==> src/rtl/alu_pkg.sv <==
// Shared types, defaults and the full-adder helper for the relay ALU adder stage.
package alu_pkg;

    localparam int unsigned DEF_WIDTH         = 8;
    localparam int unsigned DEF_SETTLE_CYCLES = 2;

    typedef enum logic [1:0] {
        IDLE   = 2'd0,
        RIPPLE = 2'd1,
        SETTLE = 2'd2,
        DONE   = 2'd3
    } state_e;

    typedef struct packed {
        logic carry;
        logic zero;
        logic sign;
    } alu_flags_t;

    // Returns {carry, sum} of a single-bit full add.
    function automatic logic [1:0] full_add(input logic b, input logic c, input logic ci);
        return {(b & c) | (b & ci) | (c & ci), b ^ c ^ ci};
    endfunction

endpackage

==> src/rtl/adder_bit_cell.sv <==
// Single-bit relay adder cell; provides both carry contacts like the relay original.
module adder_bit_cell
    import alu_pkg::*;
(
    input  logic b_bit,
    input  logic c_bit,
    input  logic carry_in,
    output logic sum_bit,
    output logic carry_out,
    output logic carry_out_n
);

    logic [1:0] fa;

    assign fa          = full_add(b_bit, c_bit, carry_in);
    assign sum_bit     = fa[0];
    assign carry_out   = fa[1];
    assign carry_out_n = ~fa[1];

endmodule

==> src/rtl/ripple_adder_sequencer.sv <==
// Clocked ripple adder: one bit position per settle interval, result and flags
// published only on entry to DONE.
module ripple_adder_sequencer
    import alu_pkg::*;
#(
    parameter int unsigned WIDTH         = DEF_WIDTH,
    parameter int unsigned SETTLE_CYCLES = DEF_SETTLE_CYCLES
) (
    input  logic             clk,
    input  logic             reset,
    input  logic             start,
    input  logic             inc,
    input  logic [WIDTH-1:0] b_reg,
    input  logic [WIDTH-1:0] c_reg,
    output logic             busy,
    output logic             done,
    output logic [WIDTH-1:0] sum,
    output logic             carry_out,
    output logic             zero,
    output logic             sign
);

    localparam int unsigned IDX_W = (WIDTH > 1) ? $clog2(WIDTH) : 1;
    localparam int unsigned CNT_W = $clog2(SETTLE_CYCLES) + 1;
    localparam logic [IDX_W-1:0] LAST_IDX = IDX_W'(WIDTH - 1);

    state_e           state_q, state_d;
    logic [IDX_W-1:0] idx_q, idx_d;
    logic [CNT_W-1:0] cnt_q, cnt_d;
    logic [WIDTH-1:0] b_q, b_d;
    logic [WIDTH-1:0] c_q, c_d;
    logic             cy_q, cy_d;
    logic [WIDTH-1:0] acc_q, acc_d;
    logic [WIDTH-1:0] sum_q, sum_d;
    alu_flags_t       flags_q, flags_d;
    logic             busy_q, busy_d;
    logic             done_q, done_d;

    logic             cell_s, cell_co, cell_co_n;
    logic [1:0]       cell_co_pair;
    logic             advance;

    adder_bit_cell u_cell (
        .b_bit       (b_q[idx_q]),
        .c_bit       (c_q[idx_q]),
        .carry_in    (cy_q),
        .sum_bit     (cell_s),
        .carry_out   (cell_co),
        .carry_out_n (cell_co_n)
    );

    // Carry is taken only when the make/break contact pair agrees.
    assign cell_co_pair = {cell_co, cell_co_n};

    // State and datapath registers
    always_ff @(posedge clk) begin
        if (reset) begin
            state_q <= IDLE;
            idx_q   <= '0;
            cnt_q   <= '0;
            b_q     <= '0;
            c_q     <= '0;
            cy_q    <= 1'b0;
            acc_q   <= '0;
            sum_q   <= '0;
            flags_q <= '{carry: 1'b0, zero: 1'b1, sign: 1'b0};
            busy_q  <= 1'b0;
            done_q  <= 1'b0;
        end else begin
            state_q <= state_d;
            idx_q   <= idx_d;
            cnt_q   <= cnt_d;
            b_q     <= b_d;
            c_q     <= c_d;
            cy_q    <= cy_d;
            acc_q   <= acc_d;
            sum_q   <= sum_d;
            flags_q <= flags_d;
            busy_q  <= busy_d;
            done_q  <= done_d;
        end
    end

    // Next state and ripple datapath
    always_comb begin
        state_d = state_q;
        idx_d   = idx_q;
        cnt_d   = cnt_q;
        b_d     = b_q;
        c_d     = c_q;
        cy_d    = cy_q;
        acc_d   = acc_q;
        advance = 1'b0;

        case (state_q)
            IDLE, DONE: begin
                if (start) begin
                    b_d     = b_reg;
                    c_d     = inc ? '0 : c_reg;
                    cy_d    = inc;
                    acc_d   = '0;
                    idx_d   = '0;
                    state_d = RIPPLE;
                end
            end
            RIPPLE: begin
                acc_d[idx_q] = cell_s;
                cy_d         = (cell_co_pair == 2'b10);
                if (SETTLE_CYCLES == 1) begin
                    advance = 1'b1;
                end else begin
                    cnt_d   = CNT_W'(SETTLE_CYCLES - 1);
                    state_d = SETTLE;
                end
            end
            SETTLE: begin
                if (cnt_q <= CNT_W'(1)) begin
                    advance = 1'b1;
                end else begin
                    cnt_d = cnt_q - CNT_W'(1);
                end
            end
            default: state_d = IDLE;
        endcase

        if (advance) begin
            if (idx_q == LAST_IDX) begin
                state_d = DONE;
            end else begin
                idx_d   = idx_q + IDX_W'(1);
                state_d = RIPPLE;
            end
        end
    end

    // Registered outputs; result and flags load only on entry to DONE
    always_comb begin
        busy_d  = (state_d == RIPPLE) || (state_d == SETTLE);
        done_d  = (state_d == DONE) && (state_q != DONE);
        sum_d   = sum_q;
        flags_d = flags_q;
        if (done_d) begin
            sum_d         = acc_d;
            flags_d.carry = cy_d;
            flags_d.zero  = (acc_d == '0);
            flags_d.sign  = acc_d[WIDTH-1];
        end
    end

    assign busy      = busy_q;
    assign done      = done_q;
    assign sum       = sum_q;
    assign carry_out = flags_q.carry;
    assign zero      = flags_q.zero;
    assign sign      = flags_q.sign;

endmodule

==> config.mk <==
export PLATFORM = sky130hd
export DESIGN_NAME = ripple_adder_sequencer
export DESIGN_NICKNAME = d
export VERILOG_FILES = /design/src/rtl/alu_pkg.sv /design/src/rtl/adder_bit_cell.sv /design/src/rtl/ripple_adder_sequencer.sv
export SDC_FILE = /design/constraint.sdc
export NUM_CORES = 1
export LEC_CHECK = 0
export CAP_MARGIN = 40
export CORE_UTILIZATION = 53
export CTS_CLUSTER_DIAMETER = 30
export DETAILED_ROUTE_END_ITERATION = 8
export PLACE_DENSITY = 0.79
export RECOVER_POWER = 50
export SLEW_MARGIN = 25
export SYNTH_ARGS = -nofsm -noshare
export SYNTH_HDL_FRONTEND = slang
export SYNTH_HIERARCHICAL = 1
export SYNTH_SLANG_ARGS = --single-unit
==> constraint.sdc <==
create_clock -name clk -period 2.97 [get_ports clk]
set_input_delay 0.594 -clock clk [delete_from_list [all_inputs] [get_ports clk]]
set_output_delay 0.594 -clock clk [all_outputs]
set_load 0.01 [all_outputs]
### After elaboration in Yosys (flattened, before gate mapping)

Index checks and enable logic that the tools add are counted.

* register bits after elaboration: 45
* bits of input ports: 20
* output and inout bits: 13
* word-level logic and storage cells: 69

* add/subtract/negate cells: 2
* reductions and logical operators: 9
* equality and inequality tests: 10
* bitwise operators: 8
* magnitude comparators: 3
* mux-type cells: 24

Operator list (count)
* $mux 8: 2
* $pmux 8 s2: 1
* $mux 3: 4
* $eq 2x2->1 const B: 5
* $bwmux 8: 1
* $logic_not 8->1: 1
* $mux 2: 4
* $pmux 2 s2: 2
* $bmux 1 s3: 2
* $mux 1: 6
* $eq 2x1->1 const B: 2
* $lt 3x4->1 const B: 1
* $ne 2x2->1 const B: 2
* $reduce_and 2->1: 2
* $add 3x1->3 const B: 1
* $and 1x1->1: 3
* $demux 1 s3: 1
* $eq 3x3->1 const B: 1
* $ge 3x1->1 const B: 1
* $le 2x1->1 const B: 1
* $logic_and 1x1->1: 2
* $logic_not 2->1: 1
* $or 1x1->1: 2
* $pmux 1 s2: 1
* 6 further kinds: 7

### Depth between registers and ports, before layout

Gate-level depths: netlist of run 1.

* word-level depth: 8
* depth in mapped cells: 13
* gate-level depth less buffers: 12

### Hierarchy

The synthesis of run 1 kept the hierarchy.

By module, submodules not included
* ripple_adder_sequencer: cells an instance 238, area an instance 2048.2 µm², instances 1
* adder_bit_cell: cells an instance 6, area an instance 38.8 µm², instances 1

### Worst setup path after synthesis of run 1

OpenSTA, ideal clock, no wires.

* path kind: flip-flop to flip-flop
* from: register idx_q[0]
* to: register flags_q (netlist bit zero)
* path slack: 0.396 ns
* setup time: 0.115 ns
* stages on the path, launching flop included: 14
* data required time: 2.855 ns
* arrival: 2.459 ns
* path buffers: 1
* cell sequence: dfxtp_1 > buf_4 > and3b_1 > a22o_1 > a221oi_1 > nand3_1 > inv_1 > fa_1 > inv_1 > nand3b_2 > mux2i_1 > a21oi_1 > and4_1 > a31o_1

* longest elaborated chain between the ends: 7

Ends and longest elaborated chain
* start: declaration: line ripple_adder_sequencer.sv:28 `logic [IDX_W-1:0] idx_q, idx_d;`
* start signal: assignment: line ripple_adder_sequencer.sv:71 `idx_q <= idx_d;`
* $bmux 1 s3 (on tied branches): line ripple_adder_sequencer.sv:44, ripple_adder_sequencer.sv:45
* $mux 1 (on tied branches): line ripple_adder_sequencer.sv:44, ripple_adder_sequencer.sv:45
* $xor 1x1->1 * (2 in series): line alu_pkg.sv:22 `return {(b & c) | (b & ci) | (c & ci), b ^ c ^ ci};`
* via cell_s: line ripple_adder_sequencer.sv:39 `logic cell_s, cell_co, cell_co_n;`
* $bwmux 8 *: line ripple_adder_sequencer.sv:107 `acc_d[idx_q] = cell_s;`
* $pmux 8 s2 *: line ripple_adder_sequencer.sv:95 `case (state_q)`
* $logic_not 8->1 *: line ripple_adder_sequencer.sv:145 `flags_d.zero = (acc_d == '0);`
* end signal: assignment: line ripple_adder_sequencer.sv:66 `flags_q <= '{carry: 1'b0, zero: 1'b1, sign: 1'b0};`
* end signal: assignment: line ripple_adder_sequencer.sv:78 `flags_q <= flags_d;`
* end: declaration: line ripple_adder_sequencer.sv:35 `alu_flags_t flags_q, flags_d;`

Mark *: on every way through the listed nets, which the timed path passes. The rest lies on a longest branch. The select of a mux whose other input is x is not followed.
A chain may end at the register's enable or synchronous reset.

### Worst setup path in the final report of run 1

Ends and elaborated chain as after synthesis.

==> flow_metrics.env, run 1 <==
export IMPL_syn_to_final_growth_pct=19.5
export IMPL_power_leakage_nw=0.963
export IMPL_r2r_slack_ns=0.26
export IMPL_vias_per_cell=5.39
export IMPL_crit_path_max_fanout=15
export IMPL_tightest_slew_ns=0.796
export IMPL_globalplace_congestion=0.749
export IMPL_yosys_area_top_type="dfxtp_1"
export IMPL_coreArea_um2=3720
export IMPL_seq_area_frac_synth_pct=42.2
export IMPL_synth_area_leaders="dfxtp_1 42%, nand2_1 5.9%, a21oi_1 5.5%, nor2_1 4.7%, nand3b_1 4.3%"
export IMPL_numPortBuffers=32
export IMPL_cp_required_ns=3.16
export IMPL_synth_cell_type_count=47
export IMPL_avgSynthCellArea_um2=8.55
export IMPL_clk_pin_slew_ns=0.08
export IMPL_synth_warnings=6
export IMPL_diodes=0
export IMPL_layout_commonest_cell="dfxtp_1"
export IMPL_die_area_um2=4190
export IMPL_cp_startpoint="idx_q[0]$_SDFF_PP0_"
export IMPL_grt_usage_pct=21.6
export IMPL_max_clock_path_buffers=2
export IMPL_endpoint_kind="register"
export IMPL_finalCritPeriodShare_pct=91.3
export IMPL_first_iter_violations=131
export IMPL_antenna_found_initial=0
export IMPL_hold_viol_final=0
export IMPL_path_cells="and3b_1 -> a22o_1 -> a221oi_1 -> nand3_1 -> inv_1 -> fa_1 -> inv_1 -> nand3b_2 -> mux2i_1 -> a21oi_1 -> and4_1 -> a31o_1"
export IMPL_status="finished, final reports clean"
export IMPL_dieHeight_um=64.8
export IMPL_totalWireLength_um=3930
export IMPL_relSlewSlack_pct=46.9
export IMPL_cts_buffers=5
export IMPL_drc=0
export IMPL_cts_htree_levels=2
export IMPL_p_per_area_nw_per_um2=852
export IMPL_hold_path_class="register to register"
export IMPL_drv_cap=0
export IMPL_synth_edf_count=0
export IMPL_setup_viol=0
export IMPL_power_total_w=0.00213
export IMPL_period_needed_ns=2.71
export IMPL_syn_area_um2=2090
export IMPL_syn_nets=272
export IMPL_initial_core_util_pct=56.2
export IMPL_ant_nets=0
export IMPL_hpwl_um=2890
export IMPL_post_place_cells=311
export IMPL_clkLatencyLatePin_ns=0.29
export IMPL_worstSetupPathType="register to register"
export IMPL_drtPass1Iterations=7
export IMPL_layout_common_cells="41 x dfxtp_1, 33 x nand2_1, 26 x nor2_1, 23 x a21oi_1, 23 x clkdlybuf4s50_1"
export IMPL_die_w_um=64.8
export IMPL_io_pin_count=33
export IMPL_arrival_ns=2.91
export IMPL_crit_slowest_cell="dfxtp_2"
export IMPL_cp_slowest_stage_delay_ns=0.48
export IMPL_fin_cells=319
export IMPL_grt_pass1_wl_um=6950
export IMPL_fin_tns_setup_ns=0
export IMPL_crit_end="zero$_SDFFE_PP1P_"
export IMPL_rsz0062_at_grt="false"
export IMPL_ys_ff_latch=44
export IMPL_grt_max_degree=25
export IMPL_crit_top_cell="inv_1"
export IMPL_netlist_area_leader_share_pct=42.2
export IMPL_hold_buffers=0
export IMPL_slew_violations=0
export IMPL_cts_root_buf="clkbuf_8"
export IMPL_synthArstFlopShare_pct=0
export IMPL_max_clock_freq_ghz=0.369
export IMPL_synthFlopType="dfxtp_1"
export IMPL_wl_per_cell_um=12.3
export IMPL_clkSinkCount=44
export IMPL_via_count=1721
export IMPL_drive_gt1_share_pct=9.59
export IMPL_fp_row_count=22
export IMPL_r2r_end="zero$_SDFFE_PP1P_"
export IMPL_irDropWorstVdd_v=0.000452
export IMPL_clock_skew_ns=0.00471
export IMPL_cts_tree="done"
export IMPL_grt_pass1_vias=1521
export IMPL_critPathLaunchType="register"
export IMPL_reg2reg_depth=12
export IMPL_fin_nets=298
export IMPL_gr_total_overflow=0
export IMPL_regToRegStartpoint="idx_q[0]$_SDFF_PP0_"
export IMPL_synthCells=244
==> logic make-up (layout without fill, tap and decap cells) <==
logic type               Yosys count  in the layout  synth area share [%]
AND/OR/NAND/NOR                  105            105                  26.4
AO/OA/AOI/OAI                     56             56                  18.2
flip-flops                        44             44                  42.2
buffers and inverters             28             55                  6.65
adder cells (fa/ha/maj)            8              8                  5.16
multiplexers                       3              3                  1.44
==> worst min path at each step <==
stage / endpoint / slack (ns) / cells past startpoint / from
6_report: c_q[5]$_SDFFE_PP0P_ / 0.45 / 2 / c_q[5]$_SDFFE_PP0P_
5_1_grt: c_q[5]$_SDFFE_PP0P_ / 0.47 / 2 / c_q[5]$_SDFFE_PP0P_
4_1_cts: c_q[5]$_SDFFE_PP0P_ / 0.46 / 2 / c_q[5]$_SDFFE_PP0P_
3_5_place_dp: c_q[5]$_SDFFE_PP0P_ / 0.45 / 2 / c_q[5]$_SDFFE_PP0P_
3_3_place_gp: cnt_q[0]$_SDFFE_PP0P_ / 0.44 / 1 / cnt_q[1]$_SDFFE_PP0P_
2_1_floorplan: cnt_q[0]$_SDFFE_PP0P_ / 0.42 / 1 / cnt_q[1]$_SDFFE_PP0P_
==> state kept, by name (all words and copies together) (netlist names) <==
register	cells
c_q	8
busy	1
zero	1
state_q	2
cy_q	1
carry_out	1
done	1
acc_q	8
cnt_q	2
sum	8
idx_q	3
b_q	8
==> worst max-delay path, delay by kind of cell, from the launching register on <==
| family | cells | cell delay, ns |
|---|---|---|
| flops | 1 | 0.48 |
| mux | 1 | 0.19 |
| simple gates | 4 | 0.71 |
| fa+ha+maj | 1 | 0.38 |
| compound gates | 4 | 0.65 |
| buf+inv | 2 | 0.19 |
==> cell usage after synthesis (3+ instances only) <==
cell type / count
nand3b_1: 12
and3_1: 5
a211oi_1: 10
a22oi_1: 6
nand2_1: 33
nor2b_1: 7
ha_1: 7
dfxtp_1: 44
a21oi_1: 23
mux2i_1: 3
nor2_1: 26
inv_1: 10
buf_2: 4
clkbuf_1: 8
nand3_1: 5
==> metrics by stage <==
stage,area (um2),util (%),setup slack [ns],hold slack (ns)
2_1_floorplan,2090,-,0.396,0.425
3_3_place_gp,2400,64.7,0.256,0.438
3_5_place_dp,2400,64.7,0.134,0.447
4_1_cts,2490,67.0,0.119,0.457
5_1_grt,2490,67.1,0.0506,0.469
6_report,2490,67.1,0.257,0.453
==> metal layers <==
metal	up-vias	GRT usage, %	routed length, um
met5	-	0	0
met4	0	9.44	64
met3	8	4.23	125
met2	42	34.4	1860
met1	769	28.3	1880
li1	902	-	-
==> layout make-up <==
class / count / area [um2]
multi-input cells: 172 / 1070
clock inverters: 3 / 18.8
well taps: 48 / 60.1
clock buffers: 5 / 68.8
fillers: 322 / 1220
inverters: 10 / 37.5
flip-flops and latches: 44 / 885
repair buffers: 37 / 358
==> timing repair <==
| action | CTS | global route |
|---|---|---|
| endpoints found under the hold margin | 0 | 0 |
| endpoints found under the setup margin | 0 | 1 |
| setup buffers | 0 | 0 |
| resized for setup | 0 | 3 |
==> power breakdown <==
group	switching (W)	internal (W)	leakage [nW]	total, W
clock	0.000200	0.000164	0.0479	0.000364
combinational	0.000494	0.000430	0.555	0.000924
sequential	0.0000978	0.000741	0.360	0.000838
total	0.000791	0.00133	0.963	0.00213
Note: power is estimated with default switching activity, not from simulation.
==> inputs of run 2 (changes only) <==
--- a/config.mk
+++ b/config.mk
@@ -6,6 +6,7 @@
 export NUM_CORES = 1
 export LEC_CHECK = 0
 export CAP_MARGIN = 40
+export CORE_ASPECT_RATIO = 2
 export CORE_UTILIZATION = 53
 export CTS_CLUSTER_DIAMETER = 30
 export DETAILED_ROUTE_END_ITERATION = 8
==> run 2 against run 1 <==
Sequential share of layout area shrank 0.58 points. Sequential power up 0.5%. Global-route usage is 2.1 points higher. Critical endpoint unchanged. Sequential cell count unchanged. Combinational power hardly changed. Clock-buffer cell count grew 2. Wire length increased by 9.5%.
==> flow_metrics.env, run 2 (synthesis gave the netlist of run 1 again) <==
export IMPL_status="finished, final reports clean"
export IMPL_diodes=0
export IMPL_grt_usage_pct=23.8
export IMPL_endpoint_kind="register"
export IMPL_tightest_slew_ns=0.674
export IMPL_fin_nets=298
export IMPL_power_total_w=0.00226
export IMPL_io_pin_count=33
export IMPL_rsz0062_at_grt="false"
export IMPL_p_per_area_nw_per_um2=889
export IMPL_r2r_end="zero$_SDFFE_PP1P_"
export IMPL_via_count=1788
export IMPL_met1_length_um=1520
export IMPL_setup_viol=0
export IMPL_max_clock_path_buffers=2
export IMPL_max_clock_freq_ghz=0.363
export IMPL_dieHeight_um=90.7
export IMPL_drv_cap=0
export IMPL_grt_pass1_wl_um=7380
export IMPL_reg2reg_depth=11
export IMPL_r2r_slack_ns=0.22
export IMPL_ant_nets=0
export IMPL_clk_pin_slew_ns=0.08
export IMPL_whs_endpoint="cnt_q[0]$_SDFFE_PP0P_"
export IMPL_finalCritPeriodShare_pct=92.6
export IMPL_antenna_found_initial=0
export IMPL_relSlewSlack_pct=54.6
export IMPL_drtPass1Iterations=4
export IMPL_die_area_um2=4210
export IMPL_clkLatencyLatePin_ns=0.30
export IMPL_globalplace_congestion=0.863
export IMPL_hold_depth=1
export IMPL_gr_total_overflow=0
export IMPL_wl_met3_um=145
export IMPL_first_iter_violations=34
export IMPL_syn_to_final_growth_pct=21.9
export IMPL_cp_required_ns=3.22
export IMPL_totalWireLength_um=4310
export IMPL_cts_root_buf="clkbuf_8"
export IMPL_vias_per_cell=5.59
export IMPL_clkSinkCount=44
export IMPL_routed_wl_met2_um=2430
export IMPL_layout_commonest_cell="dfxtp_1"
export IMPL_layout_common_cells="41 x dfxtp_1, 33 x nand2_1, 26 x nor2_1, 23 x a21oi_1, 23 x clkdlybuf4s50_1"
export IMPL_post_place_cells=312
export IMPL_whs_ns=0.446
export IMPL_fill_cells=300
export IMPL_drive_gt1_share_pct=9.96
export IMPL_fp_row_count=31
export IMPL_power_leakage_nw=0.975
export IMPL_grt_max_degree=20
export IMPL_regToRegStartpoint="idx_q[1]$_SDFF_PP0_"
export IMPL_cts_tree="done"
export IMPL_coreArea_um2=3680
export IMPL_cts_htree_levels=2
export IMPL_hold_viol_final=0
export IMPL_arrival_ns=3.00
export IMPL_period_needed_ns=2.75
export IMPL_numPortBuffers=32
export IMPL_hold_start="cnt_q[1]$_SDFFE_PP0P_"
export IMPL_crit_path_max_fanout=14
export IMPL_initial_core_util_pct=56.6
export IMPL_critPathLaunchType="register"
export IMPL_clock_skew_ns=0.00725
export IMPL_fin_cells=320
export IMPL_wl_per_cell_um=13.5
export IMPL_slew_violations=0
export IMPL_cts_setup_buffers=0
export IMPL_fin_tns_setup_ns=0
export IMPL_hpwl_um=3350
export IMPL_worstSetupPathType="register to register"
export IMPL_irDropWorstVdd_v=0.000609
export IMPL_routed_top_layer="met4"
export IMPL_cts_buffers=5
export IMPL_grt_pass1_vias=1712
export IMPL_hold_path_class="register to register"
export IMPL_die_w_um=46.4
export IMPL_postLayoutCoreUtil_pct=69.0
export IMPL_drc=0
-- run 2: final cells by class --
type	instances	area, um2	share of cell area, %
multi-input cells	172	1080	42.4
clock inverters	1	30.0	1.18
flip-flops and latches	44	887	34.9
clock buffers	7	96.3	3.79
repair buffers	37	354	13.9
well taps	49	61.3	2.41
inverters	10	37.5	1.48
-- run 2: per-layer routing --
metal | global-route usage (%) | vias to the layer above
met5 | 0 | -
met4 | 12.7 | 0
met3 | 5.60 | 19
met2 | 41.1 | 47
met1 | 24.0 | 823
li1 | - | 899
-- run 2: worst max-delay path, cell delays in order (launching register included) --
cell and delay (ns):
dfxtp_2 0.48, nor3b_2 0.39, a221oi_1 0.16, nand3_1 0.09
inv_1 0.07, fa_1 0.53, inv_1 0.06, nand3b_2 0.15
nor2_1 0.06, a211oi_1 0.36, and3_1 0.23, a31o_1 0.13
-- run 2: worst max path at each step --
| stage | start | end | slack (ns) | cells after the start |
|---|---|---|---|---|
| after floorplan | idx_q[0]$_SDFF_PP0_ | zero$_SDFFE_PP1P_ | 0.40 | 13 |
| after global placement | idx_q[0]$_SDFF_PP0_ | zero$_SDFFE_PP1P_ | 0.04 | 12 |
| after detailed placement | idx_q[0]$_SDFF_PP0_ | zero$_SDFFE_PP1P_ | 0.03 | 12 |
| after CTS | idx_q[1]$_SDFF_PP0_ | zero$_SDFFE_PP1P_ | 0.08 | 11 |
| after global routing | idx_q[1]$_SDFF_PP0_ | zero$_SDFFE_PP1P_ | 0.03 | 11 |
| final | idx_q[1]$_SDFF_PP0_ | zero$_SDFFE_PP1P_ | 0.22 | 11 |
-- run 2: repair_timing --
action / 4_1_cts / 5_1_grt
pin swaps: 0 / 0
hold buffers: 0 / 0
setup endpoints to repair: 1 / 2
resized for setup: 1 / 5
-- run 2: power breakdown --
part | switching, W | total, W | internal (W) | leakage (nW)
clock network | 0.000199 | 0.000495 | 0.000297 | 0.0645
registers | 0.0000990 | 0.000842 | 0.000743 | 0.361
logic | 0.000493 | 0.000924 | 0.000431 | 0.549
-- run 2: through the flow --
stage | cell area [um2] | worst slack (ns)
6_report | 2540 | 0.219
2_1_floorplan | 2090 | 0.396
3_5_place_dp | 2400 | 0.0284
3_3_place_gp | 2400 | 0.0363
5_1_grt | 2540 | 0.0256
4_1_cts | 2530 | 0.0785
